## src/rtl/sar_search_ctrl_if.sv

```systemverilog
// Comparator-loop bundle for the SAR search controller.
// master: the controller (drives trial and status); slave: comparator/requester side.
interface sar_search_ctrl_if #(
  parameter int unsigned WIDTH = 4
);
  logic             start;
  logic [WIDTH-1:0] trial;
  logic             cmp_gt;
  logic             cmp_eq;
  logic             cmp_lt;
  logic             busy;
  logic             done;
  logic [WIDTH-1:0] result;
  logic             eq_hit;
  logic             err;

  modport master (
    input  start, cmp_gt, cmp_eq, cmp_lt,
    output trial, busy, done, result, eq_hit, err
  );

  modport slave (
    output start, cmp_gt, cmp_eq, cmp_lt,
    input  trial, busy, done, result, eq_hit, err
  );
endinterface

```

## src/rtl/sar_search_ctrl.sv

```systemverilog
// Successive-approximation search controller: drives a comparator's b operand and
// binary-searches MSB-first, one bit per clock, for the comparator's a operand.
// Optional feature macro: SAR_EARLY_EXIT_EN (finish as soon as cmp_eq is seen).
module sar_search_ctrl #(
  parameter int unsigned WIDTH = 4
) (
  input  logic              clk,
  input  logic              rst_n,
  sar_search_ctrl_if.master bus
);

  localparam logic [WIDTH-1:0] MSB_MASK = {1'b1, {(WIDTH-1){1'b0}}};
  localparam logic [WIDTH-1:0] LSB_MASK = WIDTH'(1);

  typedef enum logic {
    IDLE   = 1'b0,
    SEARCH = 1'b1
  } state_e;

  state_e           state_q, state_d;
  logic [WIDTH-1:0] acc_q, acc_d;
  logic [WIDTH-1:0] mask_q, mask_d;
  logic             busy_q, busy_d;
  logic             done_q, done_d;
  logic [WIDTH-1:0] result_q, result_d;
  logic             eq_hit_q, eq_hit_d;
  logic             err_q, err_d;

  logic             flags_ok_c;
  logic             bit_set_c;
  logic             early_c;
  logic [WIDTH-1:0] trial_c;

  // Trial operand is combinational so the external comparator settles within the cycle.
  assign trial_c = (state_q == SEARCH) ? (acc_q | mask_q) : '0;

  // Comparator flags must be exactly one-hot; anything else is an error step treated as lt.
  assign flags_ok_c = ( bus.cmp_gt & ~bus.cmp_eq & ~bus.cmp_lt) |
                      (~bus.cmp_gt &  bus.cmp_eq & ~bus.cmp_lt) |
                      (~bus.cmp_gt & ~bus.cmp_eq &  bus.cmp_lt);
  assign bit_set_c  = flags_ok_c & (bus.cmp_gt | bus.cmp_eq);

`ifdef SAR_EARLY_EXIT_EN
  assign early_c = flags_ok_c & bus.cmp_eq;
`else
  assign early_c = 1'b0;
`endif

  // Next-state and next-output logic.
  always_comb begin
    state_d  = state_q;
    acc_d    = acc_q;
    mask_d   = mask_q;
    busy_d   = busy_q;
    done_d   = 1'b0;
    result_d = result_q;
    eq_hit_d = eq_hit_q;
    err_d    = err_q;

    unique case (state_q)
      IDLE: begin
        if (bus.start) begin
          state_d  = SEARCH;
          acc_d    = '0;
          mask_d   = MSB_MASK;
          busy_d   = 1'b1;
          eq_hit_d = 1'b0;
          err_d    = 1'b0;
        end
      end
      SEARCH: begin
        acc_d    = bit_set_c ? (acc_q | mask_q) : acc_q;
        eq_hit_d = eq_hit_q | bus.cmp_eq;
        mask_d   = mask_q >> 1;
        if (!flags_ok_c) begin
          err_d = 1'b1;
        end
        // On an early exit acc_d already equals the trial value (eq sets the current bit).
        if (early_c || (mask_q == LSB_MASK)) begin
          result_d = acc_d;
          done_d   = 1'b1;
          busy_d   = 1'b0;
          state_d  = IDLE;
        end
      end
      default: begin
        state_d = IDLE;
        busy_d  = 1'b0;
      end
    endcase
  end

  // State and output registers.
  always_ff @(posedge clk or negedge rst_n) begin
    if (!rst_n) begin
      state_q  <= IDLE;
      acc_q    <= '0;
      mask_q   <= '0;
      busy_q   <= 1'b0;
      done_q   <= 1'b0;
      result_q <= '0;
      eq_hit_q <= 1'b0;
      err_q    <= 1'b0;
    end else begin
      state_q  <= state_d;
      acc_q    <= acc_d;
      mask_q   <= mask_d;
      busy_q   <= busy_d;
      done_q   <= done_d;
      result_q <= result_d;
      eq_hit_q <= eq_hit_d;
      err_q    <= err_d;
    end
  end

  assign bus.trial  = trial_c;
  assign bus.busy   = busy_q;
  assign bus.done   = done_q;
  assign bus.result = result_q;
  assign bus.eq_hit = eq_hit_q;
  assign bus.err    = err_q;

endmodule

```

## src/flat_wrapper.sv

```systemverilog
// flat-port wrapper written by rule: the top's interface ports become plain ports
module sar_search_ctrl_flat 
#(
  parameter int unsigned WIDTH = 4
)
  (clk, rst_n, bus_start, bus_cmp_gt, bus_cmp_eq, bus_cmp_lt, bus_trial, bus_busy, bus_done, bus_result, bus_eq_hit, bus_err);
  sar_search_ctrl_if #(.WIDTH(WIDTH)) bus_i ();
  input  logic clk;
  input  logic rst_n;
  input wire logic [$bits(bus_i.start)-1:0] bus_start;
  input wire logic [$bits(bus_i.cmp_gt)-1:0] bus_cmp_gt;
  input wire logic [$bits(bus_i.cmp_eq)-1:0] bus_cmp_eq;
  input wire logic [$bits(bus_i.cmp_lt)-1:0] bus_cmp_lt;
  output wire logic [$bits(bus_i.trial)-1:0] bus_trial;
  output wire logic [$bits(bus_i.busy)-1:0] bus_busy;
  output wire logic [$bits(bus_i.done)-1:0] bus_done;
  output wire logic [$bits(bus_i.result)-1:0] bus_result;
  output wire logic [$bits(bus_i.eq_hit)-1:0] bus_eq_hit;
  output wire logic [$bits(bus_i.err)-1:0] bus_err;
  assign bus_i.start = bus_start;
  assign bus_i.cmp_gt = bus_cmp_gt;
  assign bus_i.cmp_eq = bus_cmp_eq;
  assign bus_i.cmp_lt = bus_cmp_lt;
  assign bus_trial = bus_i.trial;
  assign bus_busy = bus_i.busy;
  assign bus_done = bus_i.done;
  assign bus_result = bus_i.result;
  assign bus_eq_hit = bus_i.eq_hit;
  assign bus_err = bus_i.err;
  sar_search_ctrl #(.WIDTH(WIDTH)) u_core (.clk(clk), .rst_n(rst_n), .bus(bus_i));
endmodule
```

## config.mk

```make
export PLATFORM = sky130hd
export DESIGN_NAME = sar_search_ctrl_flat
export DESIGN_NICKNAME = d
export VERILOG_FILES = /design/src/rtl/sar_search_ctrl_if.sv /design/src/rtl/sar_search_ctrl.sv /design/src/flat_wrapper.sv
export SDC_FILE = /design/constraint.sdc
export NUM_CORES = 1
export LEC_CHECK = 0
export CAP_MARGIN = 20
export CORE_UTILIZATION = 45
export CTS_CLUSTER_SIZE = 8
export DETAILED_ROUTE_END_ITERATION = 12
export GPL_TIMING_DRIVEN = 0
export PLACE_DENSITY = 0.83
export REMOVE_ABC_BUFFERS = 1
export SETUP_SLACK_MARGIN = 0.05
export SKIP_CTS_REPAIR_TIMING = 1
export SYNTH_ARGS = -nofsm -noshare
export SYNTH_HDL_FRONTEND = slang
export SYNTH_SLANG_ARGS = --single-unit
```

## constraint.sdc

```tcl
create_clock -name clk -period 2.45 [get_ports clk]
set_clock_uncertainty 0.2 [all_clocks]
set_input_delay 0.3675 -clock clk [delete_from_list [all_inputs] [get_ports clk]]
set_output_delay 0.3675 -clock clk [all_outputs]
set_load 0.05 [all_outputs]
```

## Word-level counts from Yosys, hierarchy flattened

Cells that the tools add are included.

| word-level totals | value |
|---|---|
| input port bits | 6 |
| output and inout bits | 12 |
| bits in registers | 17 |
| logic and storage cells | 49 |

| operators by class | value |
|---|---|
| multiplexer cells | 18 |
| reductions and logical operators | 3 |
| equality and inequality tests | 4 |
| bitwise gates (word level) | 16 |

Operator list:

| kind | count |
|---|---|
| 4-bit 2-to-1 mux | 4 |
| 4-bit one-hot mux with 2 select lines | 2 |
| 1-bit 2-to-1 mux | 8 |
| 1-bit one-hot mux with 2 select lines | 4 |
| 1-bit bitwise AND | 7 |
| 2-bit != test, second input constant | 3 |
| 2-bit AND reduction | 3 |
| 4-bit by 1-bit equality test with 1-bit output, second input constant | 1 |
| 1-bit NOT | 4 |
| 1-bit OR | 4 |
| 4-bit OR | 1 |

## Depth between registers and ports, before layout

| logic depth | value |
|---|---|
| depth in word-level cells | 8 |
| depth in mapped cells | 4 |
| depth with buffers taken out | 3 |

## Worst setup path before layout

Ideal clock, no wire load.

| timing path | value |
|---|---|
| kind | register to output |
| start point | register u_core.state_q |
| end point | output bus_trial[0] |
| stages on the path, launching flop included | 4 |
| data required time | 1882 ps |
| data arrival time | 1173 ps |
| path slack | 710 ps |
| path buffers | 2 |
| cell sequence | dfrtp_1 > buf_2 > buf_2 > o21a_1 |

| between the ends | value |
|---|---|
| cells in the longest elaborated chain, start to end | 1 |

RTL lines:

| element | RTL line | RTL |
|---|---|---|
| from (decl) | sar_search_ctrl.sv:20 | `state_e state_q, state_d;` |
| from (signal assigned) | sar_search_ctrl.sv:105 | `state_q <= state_d;` |
| 4-bit 2-to-1 mux | sar_search_ctrl.sv:35 | `assign trial_c = (state_q == SEARCH) ? (acc_q \| mask_q) : '0;` |
| to (decl) | flat_wrapper.sv:14 | `output wire logic [$bits(bus_i.trial)-1:0] bus_trial;` |

Every way passes these cells.

## Final worst setup path

| timing path | value |
|---|---|
| start point | register u_core.err_q (netlist: u_core.bus.err) |
| end point | output bus_err |

RTL lines:

| element | RTL line | RTL |
|---|---|---|
| from (decl) | sar_search_ctrl.sv:27 | `logic err_q, err_d;` |
| from (signal assigned) | sar_search_ctrl.sv:112 | `err_q <= err_d;` |
| to (decl) | flat_wrapper.sv:19 | `output wire logic [$bits(bus_i.err)-1:0] bus_err;` |

No word-level cell between the ends.

==> summary.txt <==
Die Area = 1840 µm²
Clk pwr share = 10.4%
Top FF cell, synth = dfrtp_1
Final RePlAce weighted congestion = 0.748
Share of post-route cells with drive strength above 1 = 12.5%
Hold Fails Final Rpt = 0
Final ANT Viol Nets = 0
Final setup fails = 0
Worst VDD drop = 0.000730 V
Area delta synth->final = 29.0%
I/O Buffers = 17
Row count = 14
First-pass GRT wire length = 2.29 mm
Antenna violations before repair = 0
Fmax = 482 MHz
Starting density of the core = 48.8%
Post-synthesis sequential element count = 17
Slew at the pin with the worst max-slew slack = 0.752 ns
CTS tree = done
Cell Area, Placed = 932 µm²
Area taken by multi-input logic gates = 305 µm²
DRC = 0
CP peak stage delay = 0.82 ns
Max Used Layer = met4
Max-slew headroom = 49.7%
Post-synth EDFFs = 0
Reg area = 427 µm²
HP Class = in -> async
Worst skew pair latency = 0.29 ns
Critical Path, Cell by Cell = clkdlybuf4s50_1
Vias = 541
Synth area leaders = dfrtp_1, mux2_4, a32o_1
Critical path depth = 1
Worst Setup End Kind = output port
Count leader, synth = dfrtp_1
Vias in the first global route = 501
Post-Syn Area = 752 µm²
Core Box Area = 1540 µm²
Drt wl/cell = 14.6 µm
Synth warnings = 0
GRT Util Overall = 17.0%
Clock tree sinks = 17
Synth top cells by count = dfrtp_1, nor2_1, o21a_1
Maximum clock path buffer count = 2
Reg2reg setup slack = 0.85 ns
Sw Share = 47.3%
Status = finished, final reports clean
Reg power frac = 35.6%
WP buf/inv = 1
Die H = 42.9 µm
Met3 wire length = 60 µm
Yosys cell types = 19
Max-slew violations = 0
Psw = 679 µW
Final core utilization = 62.9%
Avg Inst Size Synth = 12.3 µm²
Period utilisation layout = 84.7%
Dominant cell type by area after synthesis = dfrtp_1
PwrDens = 1480 nW/µm²
IO Count = 18
Total CTS buffers = 3
Via-to-Cell Ratio = 5.64
Max Cap Viol = 0
Post-DP HPWL = 970 µm
RSZ-0062 raised after global routing = false
H-Tree Depth = 1
Largest net degree at the start of global routing = 22
Synth top area share = 56.6%
R2R depth = 3
WP data required = 1.88 ns
Fillers = 128
Register area share after synthesis = 56.6%
Critical path arrival = 1.51 ns
Async SR Flop Fraction = 100%
TritonRoute pass-1 iters = 4
Total Nets Final = 87
Internal Power = 758 µW
Comb pwr share = 54.0%
Critical path class = reg -> out
Overall Power = 1440 µW
Final instance area = 970 µm²
Die Wd = 42.9 µm
Post-Route WL = 1.40 mm
WL met2 = 673 µm
Worst Setup Start Kind = flip-flop
M1 WL = 657 µm
CP max FO = 4
GRT overflow = 0
Crit path max-delay family = buffers and inverters
Final min period = 2.07 ns
Root Buffer = clkbuf_4
Synth Instances = 61
Antenna Cells = 0
Leakage = 0.000473 µW
First DRT Iteration DRCs = 8
Clock Pin Slew Worst Setup and Hold Paths = 0.10 ns
Slowest stage cell, crit path = clkdlybuf4s50_1
[cell families after synthesis]
group / count (synthesis) / share of synthesized area [%]
AOI/OAI and AO/OA: 16 / 15.6
xor gates and xnor gates: 2 / 2.33
buffers and inverters: 5 / 2.83
DFF: 17 / 56.6
muxes: 4 / 7.99
and+or+nand+nor: 17 / 14.6
[routing by layer]
layer / global-route usage [%] / vias to the layer above
li1: - / 257
met5: 0 / -
met2: 25.5 / 14
met3: 3.83 / 2
met4: 7.50 / 0
met1: 23.4 / 268
[worst reg2reg max path, cell delays in order (launching register included)]
cell and delay, ns:
dfrtp_1 0.46, nor4b_4 0.37, nand2_4 0.14, mux2_4 0.32
[final cells by class]
class | instances | share of cell area [%]
Timing Repair Buffer | 17 | 18.6
Inverter | 3 | 1.16
Sequential cell | 17 | 44.0
Tap cell | 16 | 2.06
Clock buffer | 4 | 2.71
Multi-Input combinational cell | 39 | 31.5
[final timing paths]
kind | from | to
setup / recovery | u_core.bus.err$_DFFE_PN0P_ | bus_err
hold / removal | rst_n | u_core.bus.result[1]$_DFFE_PN0P_
setup reg to reg | u_core.mask_q[1]$_DFFE_PN0P_ | u_core.bus.result[2]$_DFFE_PN0P_
hold reg to reg | u_core.bus.result[2]$_DFFE_PN0P_ | u_core.bus.result[2]$_DFFE_PN0P_
max in group asynchronous | rst_n | u_core.state_q$_DFF_PN0_
min in group clk | u_core.bus.result[2]$_DFFE_PN0P_ | u_core.bus.result[2]$_DFFE_PN0P_
[registers in the layout, summed over array words and instances (netlist names)]
| register | flops |
|---|---|
| u_core.acc_q | 4 |
| u_core.bus.busy | 1 |
| u_core.bus.done | 1 |
| u_core.bus.eq_hit | 1 |
| u_core.bus.err | 1 |
| u_core.bus.result | 4 |
| u_core.mask_q | 4 |
| u_core.state_q | 1 |
[through the flow]
step / setup TNS [ns] / setup WS [ns] / hold WS [ns] / std cells
floorplan: 0 / 0.777 / -0.128 / 59
global placement: 0 / 0.180 / 0.295 / 92
detailed placement: 0 / 0.166 / 0.306 / 92
CTS: -0.647 / -0.169 / 0.328 / 96
global route: 0 / 0.317 / 0.336 / 96
finish: 0 / 0.375 / 0.314 / 96
[cells in the final DEF (no fill, tap or decap)]
| master | Yosys | final |
|---|---|---|
| a22oi_1 | 1 | 1 |
| inv_1 | 3 | 3 |
| or2b_1 | 1 | 1 |
| nor4b_1 | 1 | 1 |
| o21ai_0 | 3 | 3 |
| nor3_1 | 2 | 2 |
| mux2_4 | 4 | 4 |
| dlymetal6s2s_1 | 0 | 4 |
| o21a_1 | 5 | 5 |
| clkdlybuf4s50_1 | 0 | 13 |
| a32o_1 | 4 | 4 |
| nand2_1 | 3 | 3 |
| clkbuf_4 | 0 | 3 |
| nand2_4 | 1 | 1 |
| dfrtp_2 | 0 | 1 |
| a21oi_1 | 2 | 2 |
| nand2b_1 | 3 | 3 |
| clkbuf_1 | 0 | 1 |
| dfrtp_1 | 17 | 16 |
| nor2_1 | 5 | 5 |
| nor4b_4 | 1 | 1 |
| xnor2_1 | 2 | 2 |
| o21bai_1 | 1 | 1 |
[power groups by stage]
stage	registers (µW)	clock network, µW	logic (µW)
2_1_floorplan	668	0	375
3_3_place_gp	505	0	776
3_5_place_dp	515	0	788
4_1_cts	509	150	790
5_1_grt	528	160	812
6_report	512	149	776
(Power assumes the default switching activity.)
